--- src/rtl/maquina_input_sequencer_if.sv ---
// Switch/FSM-side signal bundle for maquina_input_sequencer.
// The master drives the raw switches and clr_drop; the slave (sequencer) drives everything else.
interface maquina_input_sequencer_if;
  logic [3:0] sw_raw;
  logic       clr_drop;
  logic [3:0] fsm_sw;
  logic       busy;
  logic [1:0] grant_id;
  logic [3:0] pending;
  logic [3:0] drop;

  modport master (
    output sw_raw,
    output clr_drop,
    input  fsm_sw,
    input  busy,
    input  grant_id,
    input  pending,
    input  drop
  );

  modport slave (
    input  sw_raw,
    input  clr_drop,
    output fsm_sw,
    output busy,
    output grant_id,
    output pending,
    output drop
  );
endinterface

--- src/rtl/maquina_input_sequencer.sv ---
// Synchronize, debounce and serialize the {P,R,N,D} switches into one-hot FSM pulses.
// Optional macro SEQ_ROUND_ROBIN_EN selects round-robin instead of fixed-priority arbitration.
module maquina_input_sequencer #(
  parameter int DEBOUNCE_CYCLES = 4,
  parameter int PULSE_CYCLES    = 2,
  parameter int GAP_CYCLES      = 3
) (
  input  logic                        clk,
  input  logic                        reset,
  maquina_input_sequencer_if.slave    bus
);

  localparam int DB_W  = (DEBOUNCE_CYCLES < 1) ? 1 : $clog2(DEBOUNCE_CYCLES + 1);
  localparam int MAXPG = (PULSE_CYCLES > GAP_CYCLES) ? PULSE_CYCLES : GAP_CYCLES;
  localparam int CNT_W = (MAXPG < 2) ? 1 : $clog2(MAXPG);

  localparam logic [DB_W-1:0]  DB_LAST    = DB_W'(DEBOUNCE_CYCLES - 1);
  localparam logic [CNT_W-1:0] PULSE_LOAD = CNT_W'(PULSE_CYCLES - 1);
  localparam logic [CNT_W-1:0] GAP_LOAD   = (GAP_CYCLES > 0) ? CNT_W'(GAP_CYCLES - 1) : '0;

  typedef enum logic [1:0] {
    S_IDLE  = 2'd0,
    S_DRIVE = 2'd1,
    S_GAP   = 2'd2
  } state_e;

  state_e           state_q, state_d;
  logic [3:0]       sync1_q, sync2_q;
  logic [3:0]       stable_q, stable_d;
  logic [DB_W-1:0]  db_cnt_q [4];
  logic [DB_W-1:0]  db_cnt_d [4];
  logic [3:0]       pending_q, pending_d;
  logic [3:0]       drop_q, drop_d;
  logic [3:0]       fsm_sw_q, fsm_sw_d;
  logic [1:0]       grant_id_q, grant_id_d;
  logic             busy_q, busy_d;
  logic [CNT_W-1:0] pulse_cnt_q, pulse_cnt_d;
  logic [3:0]       press_s;
  logic [3:0]       clear_s;
  logic [1:0]       win_s;

  function automatic logic [1:0] pick_fixed(input logic [3:0] req);
    logic [1:0] idx;
    if (req[3]) begin
      idx = 2'd3;
    end else if (req[2]) begin
      idx = 2'd2;
    end else if (req[1]) begin
      idx = 2'd1;
    end else begin
      idx = 2'd0;
    end
    return idx;
  endfunction

`ifdef SEQ_ROUND_ROBIN_EN
  logic [1:0] rr_ptr_q, rr_ptr_d;

  // Descending scan so the nearest requester after ptr is the last one written.
  function automatic logic [1:0] pick_rr(input logic [3:0] req, input logic [1:0] ptr);
    logic [1:0] idx;
    logic [1:0] cand;
    idx = ptr;
    for (int k = 4; k >= 1; k--) begin
      cand = ptr + 2'(k);
      if (req[cand]) begin
        idx = cand;
      end else begin
        idx = idx;
      end
    end
    return idx;
  endfunction

  always_comb begin
    win_s = pick_rr(pending_q, rr_ptr_q);
  end

  always_comb begin
    if ((state_q == S_IDLE) && (pending_q != 4'd0)) begin
      rr_ptr_d = win_s;
    end else begin
      rr_ptr_d = rr_ptr_q;
    end
  end

  always_ff @(posedge clk) begin
    if (reset) begin
      rr_ptr_q <= 2'd3;
    end else begin
      rr_ptr_q <= rr_ptr_d;
    end
  end
`else
  always_comb begin
    win_s = pick_fixed(pending_q);
  end
`endif

  // Per-channel debounce: accept a new level only after DEBOUNCE_CYCLES disagreeing samples.
  always_comb begin
    for (int i = 0; i < 4; i++) begin
      stable_d[i] = stable_q[i];
      db_cnt_d[i] = db_cnt_q[i];
      if (sync2_q[i] == stable_q[i]) begin
        db_cnt_d[i] = '0;
      end else if (db_cnt_q[i] == DB_LAST) begin
        stable_d[i] = sync2_q[i];
        db_cnt_d[i] = '0;
      end else begin
        db_cnt_d[i] = db_cnt_q[i] + DB_W'(1);
      end
    end
    press_s = stable_d & ~stable_q;
  end

  always_comb begin
    state_d     = state_q;
    pulse_cnt_d = pulse_cnt_q;
    fsm_sw_d    = fsm_sw_q;
    grant_id_d  = grant_id_q;
    clear_s     = 4'd0;
    case (state_q)
      S_IDLE: begin
        if (pending_q != 4'd0) begin
          state_d     = S_DRIVE;
          fsm_sw_d    = 4'd1 << win_s;
          clear_s     = 4'd1 << win_s;
          grant_id_d  = win_s;
          pulse_cnt_d = PULSE_LOAD;
        end else begin
          state_d = S_IDLE;
        end
      end
      S_DRIVE: begin
        if (pulse_cnt_q == '0) begin
          fsm_sw_d = 4'd0;
          if (GAP_CYCLES > 0) begin
            state_d     = S_GAP;
            pulse_cnt_d = GAP_LOAD;
          end else begin
            state_d = S_IDLE;
          end
        end else begin
          pulse_cnt_d = pulse_cnt_q - CNT_W'(1);
        end
      end
      S_GAP: begin
        if (pulse_cnt_q == '0) begin
          state_d = S_IDLE;
        end else begin
          pulse_cnt_d = pulse_cnt_q - CNT_W'(1);
        end
      end
      default: begin
        state_d  = S_IDLE;
        fsm_sw_d = 4'd0;
      end
    endcase
  end

  // A press on the same edge as its grant re-arms pending and is not counted as a drop.
  always_comb begin
    pending_d = (pending_q & ~clear_s) | press_s;
    if (bus.clr_drop) begin
      drop_d = press_s & pending_q & ~clear_s;
    end else begin
      drop_d = drop_q | (press_s & pending_q & ~clear_s);
    end
    busy_d = (state_d != S_IDLE);
  end

  always_ff @(posedge clk) begin
    if (reset) begin
      state_q     <= S_IDLE;
      sync1_q     <= 4'd0;
      sync2_q     <= 4'd0;
      stable_q    <= 4'd0;
      pending_q   <= 4'd0;
      drop_q      <= 4'd0;
      fsm_sw_q    <= 4'd0;
      grant_id_q  <= 2'd0;
      busy_q      <= 1'b0;
      pulse_cnt_q <= '0;
      for (int i = 0; i < 4; i++) begin
        db_cnt_q[i] <= '0;
      end
    end else begin
      state_q     <= state_d;
      sync1_q     <= bus.sw_raw;
      sync2_q     <= sync1_q;
      stable_q    <= stable_d;
      pending_q   <= pending_d;
      drop_q      <= drop_d;
      fsm_sw_q    <= fsm_sw_d;
      grant_id_q  <= grant_id_d;
      busy_q      <= busy_d;
      pulse_cnt_q <= pulse_cnt_d;
      for (int i = 0; i < 4; i++) begin
        db_cnt_q[i] <= db_cnt_d[i];
      end
    end
  end

  assign bus.fsm_sw   = fsm_sw_q;
  assign bus.busy     = busy_q;
  assign bus.grant_id = grant_id_q;
  assign bus.pending  = pending_q;
  assign bus.drop     = drop_q;

endmodule

--- src/flat_wrapper.sv ---
// flat-port wrapper written by rule: the top's interface ports become plain ports
module maquina_input_sequencer_flat 
#(
  parameter int DEBOUNCE_CYCLES = 4,
  parameter int PULSE_CYCLES    = 2,
  parameter int GAP_CYCLES      = 3
)
  (clk, reset, bus_sw_raw, bus_clr_drop, bus_fsm_sw, bus_busy, bus_grant_id, bus_pending, bus_drop);
  maquina_input_sequencer_if bus_i ();
  input  logic clk;
  input  logic reset;
  input wire logic [$bits(bus_i.sw_raw)-1:0] bus_sw_raw;
  input wire logic [$bits(bus_i.clr_drop)-1:0] bus_clr_drop;
  output wire logic [$bits(bus_i.fsm_sw)-1:0] bus_fsm_sw;
  output wire logic [$bits(bus_i.busy)-1:0] bus_busy;
  output wire logic [$bits(bus_i.grant_id)-1:0] bus_grant_id;
  output wire logic [$bits(bus_i.pending)-1:0] bus_pending;
  output wire logic [$bits(bus_i.drop)-1:0] bus_drop;
  assign bus_i.sw_raw = bus_sw_raw;
  assign bus_i.clr_drop = bus_clr_drop;
  assign bus_fsm_sw = bus_i.fsm_sw;
  assign bus_busy = bus_i.busy;
  assign bus_grant_id = bus_i.grant_id;
  assign bus_pending = bus_i.pending;
  assign bus_drop = bus_i.drop;
  maquina_input_sequencer #(.DEBOUNCE_CYCLES(DEBOUNCE_CYCLES), .PULSE_CYCLES(PULSE_CYCLES), .GAP_CYCLES(GAP_CYCLES)) u_core (.clk(clk), .reset(reset), .bus(bus_i));
endmodule
--- config.mk ---
export PLATFORM = sky130hd
export DESIGN_NAME = maquina_input_sequencer_flat
export DESIGN_NICKNAME = d
export VERILOG_FILES = /design/src/rtl/maquina_input_sequencer_if.sv /design/src/rtl/maquina_input_sequencer.sv /design/src/flat_wrapper.sv
export SDC_FILE = /design/constraint.sdc
export NUM_CORES = 1
export LEC_CHECK = 0
export CAP_MARGIN = 25
export CELL_PAD_IN_SITES_DETAIL_PLACEMENT = 1
export CELL_PAD_IN_SITES_GLOBAL_PLACEMENT = 1
export CORE_MARGIN = 2
export CORE_UTILIZATION = 45
export CTS_BUF_LIST = sky130_fd_sc_hd__clkbuf_16
export DETAILED_ROUTE_END_ITERATION = 12
export PLACE_DENSITY_LB_ADDON = 0.1
export SLEW_MARGIN = 20
export SYNTH_ARGS = -nofsm -noshare
export SYNTH_HDL_FRONTEND = slang
export SYNTH_SLANG_ARGS = --single-unit
--- constraint.sdc ---
create_clock -name clk -period 3.4 [get_ports clk]
set_clock_uncertainty 0.05 [all_clocks]
set_input_delay 0.68 -clock clk [delete_from_list [all_inputs] [get_ports clk]]
set_output_delay 0.68 -clock clk [all_outputs]
set_load 0.005 [all_outputs]
=== After elaboration in Yosys (flattened, before gate mapping) ===
Memories as Yosys holds them, arrays and structs flattened.
Index checks and enable logic that the tools add are counted.

* Flip-flop bits (word level): 31
* Memory bits (writable): 12
* Input port bits: 7
* Output and inout port bits: 15
* Logic and storage cells: 91
* Memories kept: 1

* Add/sub/neg operators: 5
* Equal/unequal tests: 13
* Shift operators: 1
* Mux-type cells: 40
* Bitwise operators: 13
* Reductions and logical operators: 8

{| class="wikitable"
|+ Memories
! memory !! depth !! bits a word !! read ports !! clocked after Yosys merged registers in !! write ports !! line !! source
|-
| u_core.db_cnt_q || 4 || 3 || 4 || 0 || 4 || maquina_input_sequencer.sv:30 || <nowiki>logic [DB_W-1:0] db_cnt_q [4];</nowiki>
|}

{| class="wikitable"
|+ Operator list
! kind !! number
|-
| 3-bit 2-to-1 mux || 12
|-
| 4-bit 2-to-1 mux || 5
|-
| 4-bit bitwise AND || 4
|-
| 2-bit 2-to-1 mux || 7
|-
| 1-bit 2-to-1 mux || 13
|-
| 3-bit by 1-bit adder with 3-bit output, second input constant || 4
|-
| 3-bit by 2-bit == test with 1-bit output, second input constant || 4
|-
| 2-bit case mux with 3 select lines || 2
|-
| 4-bit case mux with 3 select lines || 1
|-
| 4-bit NOT || 2
|-
| 4-bit bitwise OR || 2
|-
| 3-bit AND reduction || 2
|-
| 1-bit == test || 4
|-
| 2-bit logical NOT || 2
|-
| 2-bit by 1-bit inequality test with 1-bit output, second input constant || 2
|-
| 1-bit bitwise OR || 4
|-
| 4-bit nonzero test || 1
|-
| 1-bit by 2-bit left shift with 4-bit output, first input constant || 1
|-
| 3-bit nonzero test || 1
|-
| 2-bit by 1-bit == test with 1-bit output, second input constant || 1
|-
| 2-bit == test, second input constant || 1
|-
| 2-bit inequality test, second input constant || 1
|-
| 2-bit AND reduction || 1
|-
| 2-bit nonzero test || 1
|-
| other kinds (2) || 2
|}

=== Depth between registers and ports, before layout ===
* Depth in word-level cells: 10
* Mapped depth: 5
* Depth with buffers taken out: 5

=== Least setup slack after synthesis ===
Ideal clock, no wire load.

* Kind: register to register
* Start: register u_core.state_q[0]
* End: register u_core.pulse_cnt_q[0]
* Library setup time: 0.121 ns
* Data arrival time: 1.464 ns
* Required time: 3.229 ns
* Setup slack: 1.766 ns
* Stages on the path, launching flop included: 6
* Path buffers: 0
* Period minus slack after synthesis: 1.634 ns
* Path through: dfxtp_1 > inv_1 > ha_1 > nor2b_1 > a221oi_2 > mux2_2

* Cells in the longest elaborated chain, start to end: 3
* Elaborated cells between the ends (all ways): 8
* Those cells by class: eq/ne: 4; mux: 1; reduce/logical: 3

{| class="wikitable"
|+ Ends and longest elaborated chain
! what !! line !! source
|-
| start: declaration || maquina_input_sequencer.sv:27 || <nowiki>state_e state_q, state_d;</nowiki>
|-
| start signal: assignment || maquina_input_sequencer.sv:189 || <nowiki>state_q <= state_d;</nowiki>
|-
| 2-bit == test (tied with other cells) || maquina_input_sequencer.sv:123 || <nowiki>case (state_q)</nowiki>
|-
| 2-bit inequality test (no source line) (tied with other cells) || n/a ||
|-
| 3-bit AND reduction (no source line) || n/a ||
|-
| end signal: assignment || maquina_input_sequencer.sv:198 || <nowiki>pulse_cnt_q <= pulse_cnt_d;</nowiki>
|-
| end: declaration || maquina_input_sequencer.sv:37 || <nowiki>logic [CNT_W-1:0] pulse_cnt_q, pulse_cnt_d;</nowiki>
|}

Parallel ways exist; a longest one is shown, timed or not.
A chain may end at the register's enable or synchronous reset.

=== Worst setup path after layout ===
* Start: register u_core.pending_q[2] (netlist: u_core.bus.pending[2])
* End: output port bus_pending[2]

{| class="wikitable"
|+ RTL lines
! what !! line !! source
|-
| start: declaration || maquina_input_sequencer.sv:32 || <nowiki>logic [3:0] pending_q, pending_d;</nowiki>
|-
| start signal: assignment || maquina_input_sequencer.sv:193 || <nowiki>pending_q <= pending_d;</nowiki>
|-
| end: declaration || flat_wrapper.sv:17 || <nowiki>output wire logic [$bits(bus_i.pending)-1:0] bus_pending;</nowiki>
|}

No word-level cell between the ends.

==> reports/metrics.yaml <==
num_antenna_cells: 0
dr_total_vias: 1381
dieArea_mm2: 0.00446
rsz0062_at_grt: "no"
syn_to_final_growth_pct: 24.3
die_h_um: 66.8
r2r_slack_ns: 1.57
portBuffers: 21
ys_async_sr_fraction_pct: 0
cts_tree: "done"
slew_headroom_pct: 72.4
postPlaceCellArea_mm2: 0.00204
layout-drive-gt1-share_pct: 6.94
antenna_found_initial: 0
drtIter0Drc: 45
p_leak_uw: 0.000860
wirelength_um: 3910
cp_max_fo: 10
cp_slowest_cell: "clkdlybuf4s50_1"
post-synth-top-area-cell: "dfxtp_1"
final-setup-viol-count: 0
num_rows: 22
ctsResizeCount: 0
hpwl_um: 2820
critPathRequiredTime_ns: 2.67
cts_setup_buffers: 0
first_pass_iters: 4
path_clk_slew_ns: 0.06
hold_path.class: "flip-flop to flip-flop"
numCtsBuffers: 5
grt_first_pass_wirelength_um: 6820
clock-sinks: 43
setup_tns_ns: 0
p_per_area_mw_per_mm2: 486
nets: 236
grt_max_degree: 20
period_share_pct: 62.7
max_freq_mhz: 469
io_pins: 22
gp_congestion: 0.797
critPathTopFamily: "buffers and inverters"
die_x_um: 66.8
grt_pass1_vias: 1469
post_drt_wl_per_cell_um: 14.8
synth_top_flop_cell: "dfxtp_1"
cp-endpoint: "bus_pending[2]"
vdd_drop_max_mv: 0.265
swShare_pct: 19.0
combPwrFrac_pct: 2.5
drv_cap: 0
setup.worst_path.end_class: "output pin"
pwr-share-clk_pct: 49.7
syn_nets: 210
startpoint_type: "flip-flop"
yosys-top-cells-count: "dfxtp_1 (43), nor2_1 (25), inv_1 (20)"
worst_pin_slew_ns: 0.411
r2r_end: "u_core.pulse_cnt_q[0]$_SDFFE_PP0P_"
drc_errors: 0
crit_buf_inv: 1
syn_inst: 189
grt_overflow: 0
intPower_uw: 869
ys_seq_elements: 43
viasPerCell: 5.23
switching_power_uw: 204
initial_utilization_pct: 47.8
netlist_area_mm2: 0.00178
max_stage_delay_ns: 0.58
synthTopCellsByArea: "dfxtp_1 (48%), ha_1 (9.9%), nor2b_1 (5.6%)"
drv_slew: 0
ys_seq_area_share_pct: 48.5
synth_cell_type_count: 34
cp_cell_sequence: "clkdlybuf4s50_1"
worstSetupStartpoint: "u_core.bus.pending[2]$_SDFF_PP0_"
cts_max_path_buffers: 2
insertion_delay_ns: 0.28
r2r_cells: 5
synth_warnings: 0
synth_edf_count: 0
syn_avg_cell_area_um2: 9.39
cts.hold.buffers_added: 0
setup.worst_path.class: "flip-flop to output pin"
yosysMostFrequentCell: "dfxtp_1"
yosys.area.top_type_share_pct: 48.5
seqPwrFrac_pct: 47.8
reg2reg_from: "u_core.state_q[1]$_SDFF_PP0_"
crit_arrival_ns: 1.40
track_usage_pct: 20.8
final_cell_area_mm2: 0.00221
hold_violations: 0
core-area_mm2: 0.00372
postRouteAntennaNets: 0
h-tree-depth: 2
whs_ns: 0.367
post-route-min-period_ns: 2.13
status: "complete, no violations"
num-fill-cells: 424
cts_root_buf: "clkbuf_16"
cp.depth: 1
[cell usage in the layout, fill, tap and decap left out, types with 4 or more instances in the layout]
master,netlist,layout
mux2i_1,5,5
clkbuf_16,0,5
a21oi_1,8,8
nand2b_1,5,5
nor2_1,25,25
o21ai_0,4,4
nand2_1,12,12
ha_1,14,14
a31oi_1,4,4
dfxtp_1,43,43
clkdlybuf4s50_1,0,21
nor2b_1,16,16
inv_1,20,20
[per-stage QoR]
stage	power (µW)	setup slack [ns]	cells	util, %
after detailed placement	551	1.19	256	54.8
final	1070	1.27	264	59.4
after global routing	1110	1.22	264	59.4
after CTS	1090	1.26	264	59.4
after floorplan	537	1.77	189	-
after global placement	549	1.29	256	54.8
[routing by layer]
metal	GRT usage, %	part of all wire [%]	up-vias
li1	-	-	685
met1	23.6	45	663
met2	36.5	49	26
met3	5.91	4.0	7
met4	8.16	1.7	0
met5	0	0	-
[final cells by class]
| class | instances | area, µm² | area share (%) |
|---|---|---|---|
| timing repair buffer | 23 | 225 | 10.2 |
| sequential | 43 | 861 | 39.0 |
| clock buffer | 5 | 125 | 5.67 |
| clock inverter | 3 | 43.8 | 1.98 |
| tap | 48 | 60.1 | 2.72 |
| inverter | 20 | 75.1 | 3.40 |
| multi-input combinational | 122 | 817 | 37.0 |
[cells by family after synthesis]
family,share of synthesized area (%)
fa+ha+maj,9.87
compound gates,11.0
simple gates,20.7
mux,3.45
buf+inv,5.50
flops,48.5
xor+xnor,0.987
[power by group through the flow]
| stage | Combinational, µW | Sequential (µW) | Clock [µW] |
|---|---|---|---|
| after floorplan | 14.5 | 523 | 0 |
| after CTS | 27.8 | 513 | 547 |
| after detailed placement | 27.2 | 524 | 0 |
| final | 27.3 | 513 | 534 |
| after global routing | 30.5 | 513 | 567 |
| after global placement | 25.5 | 523 | 0 |
[how the worst min path moves through the flow]
stage | cells past startpoint | from | slack, ns | end
global route | 1 | u_core.db_cnt_q[3][0]$_SDFF_PP0_ | 0.40 | u_core.db_cnt_q[3][0]$_SDFF_PP0_
detailed placement | 1 | u_core.db_cnt_q[3][0]$_SDFF_PP0_ | 0.37 | u_core.db_cnt_q[3][0]$_SDFF_PP0_
global placement | 1 | u_core.db_cnt_q[3][0]$_SDFF_PP0_ | 0.36 | u_core.db_cnt_q[3][0]$_SDFF_PP0_
finish | 1 | u_core.db_cnt_q[3][0]$_SDFF_PP0_ | 0.37 | u_core.db_cnt_q[3][0]$_SDFF_PP0_
CTS | 1 | u_core.db_cnt_q[3][0]$_SDFF_PP0_ | 0.37 | u_core.db_cnt_q[3][0]$_SDFF_PP0_
floorplan | 1 | u_core.db_cnt_q[2][0]$_SDFF_PP0_ | 0.35 | u_core.db_cnt_q[2][0]$_SDFF_PP0_
[state kept, by name (all words and copies together) (netlist names)]
name                 flops
u_core.stable_q          4
u_core.sync2_q           4
u_core.db_cnt_q         12
u_core.bus.fsm_sw        4
u_core.state_q           2
u_core.bus.drop          4
u_core.bus.pending       4
u_core.pulse_cnt_q       2
u_core.sync1_q           4
u_core.bus.busy          1
u_core.bus.grant_id      2
Power figures use the tool's default switching activity.
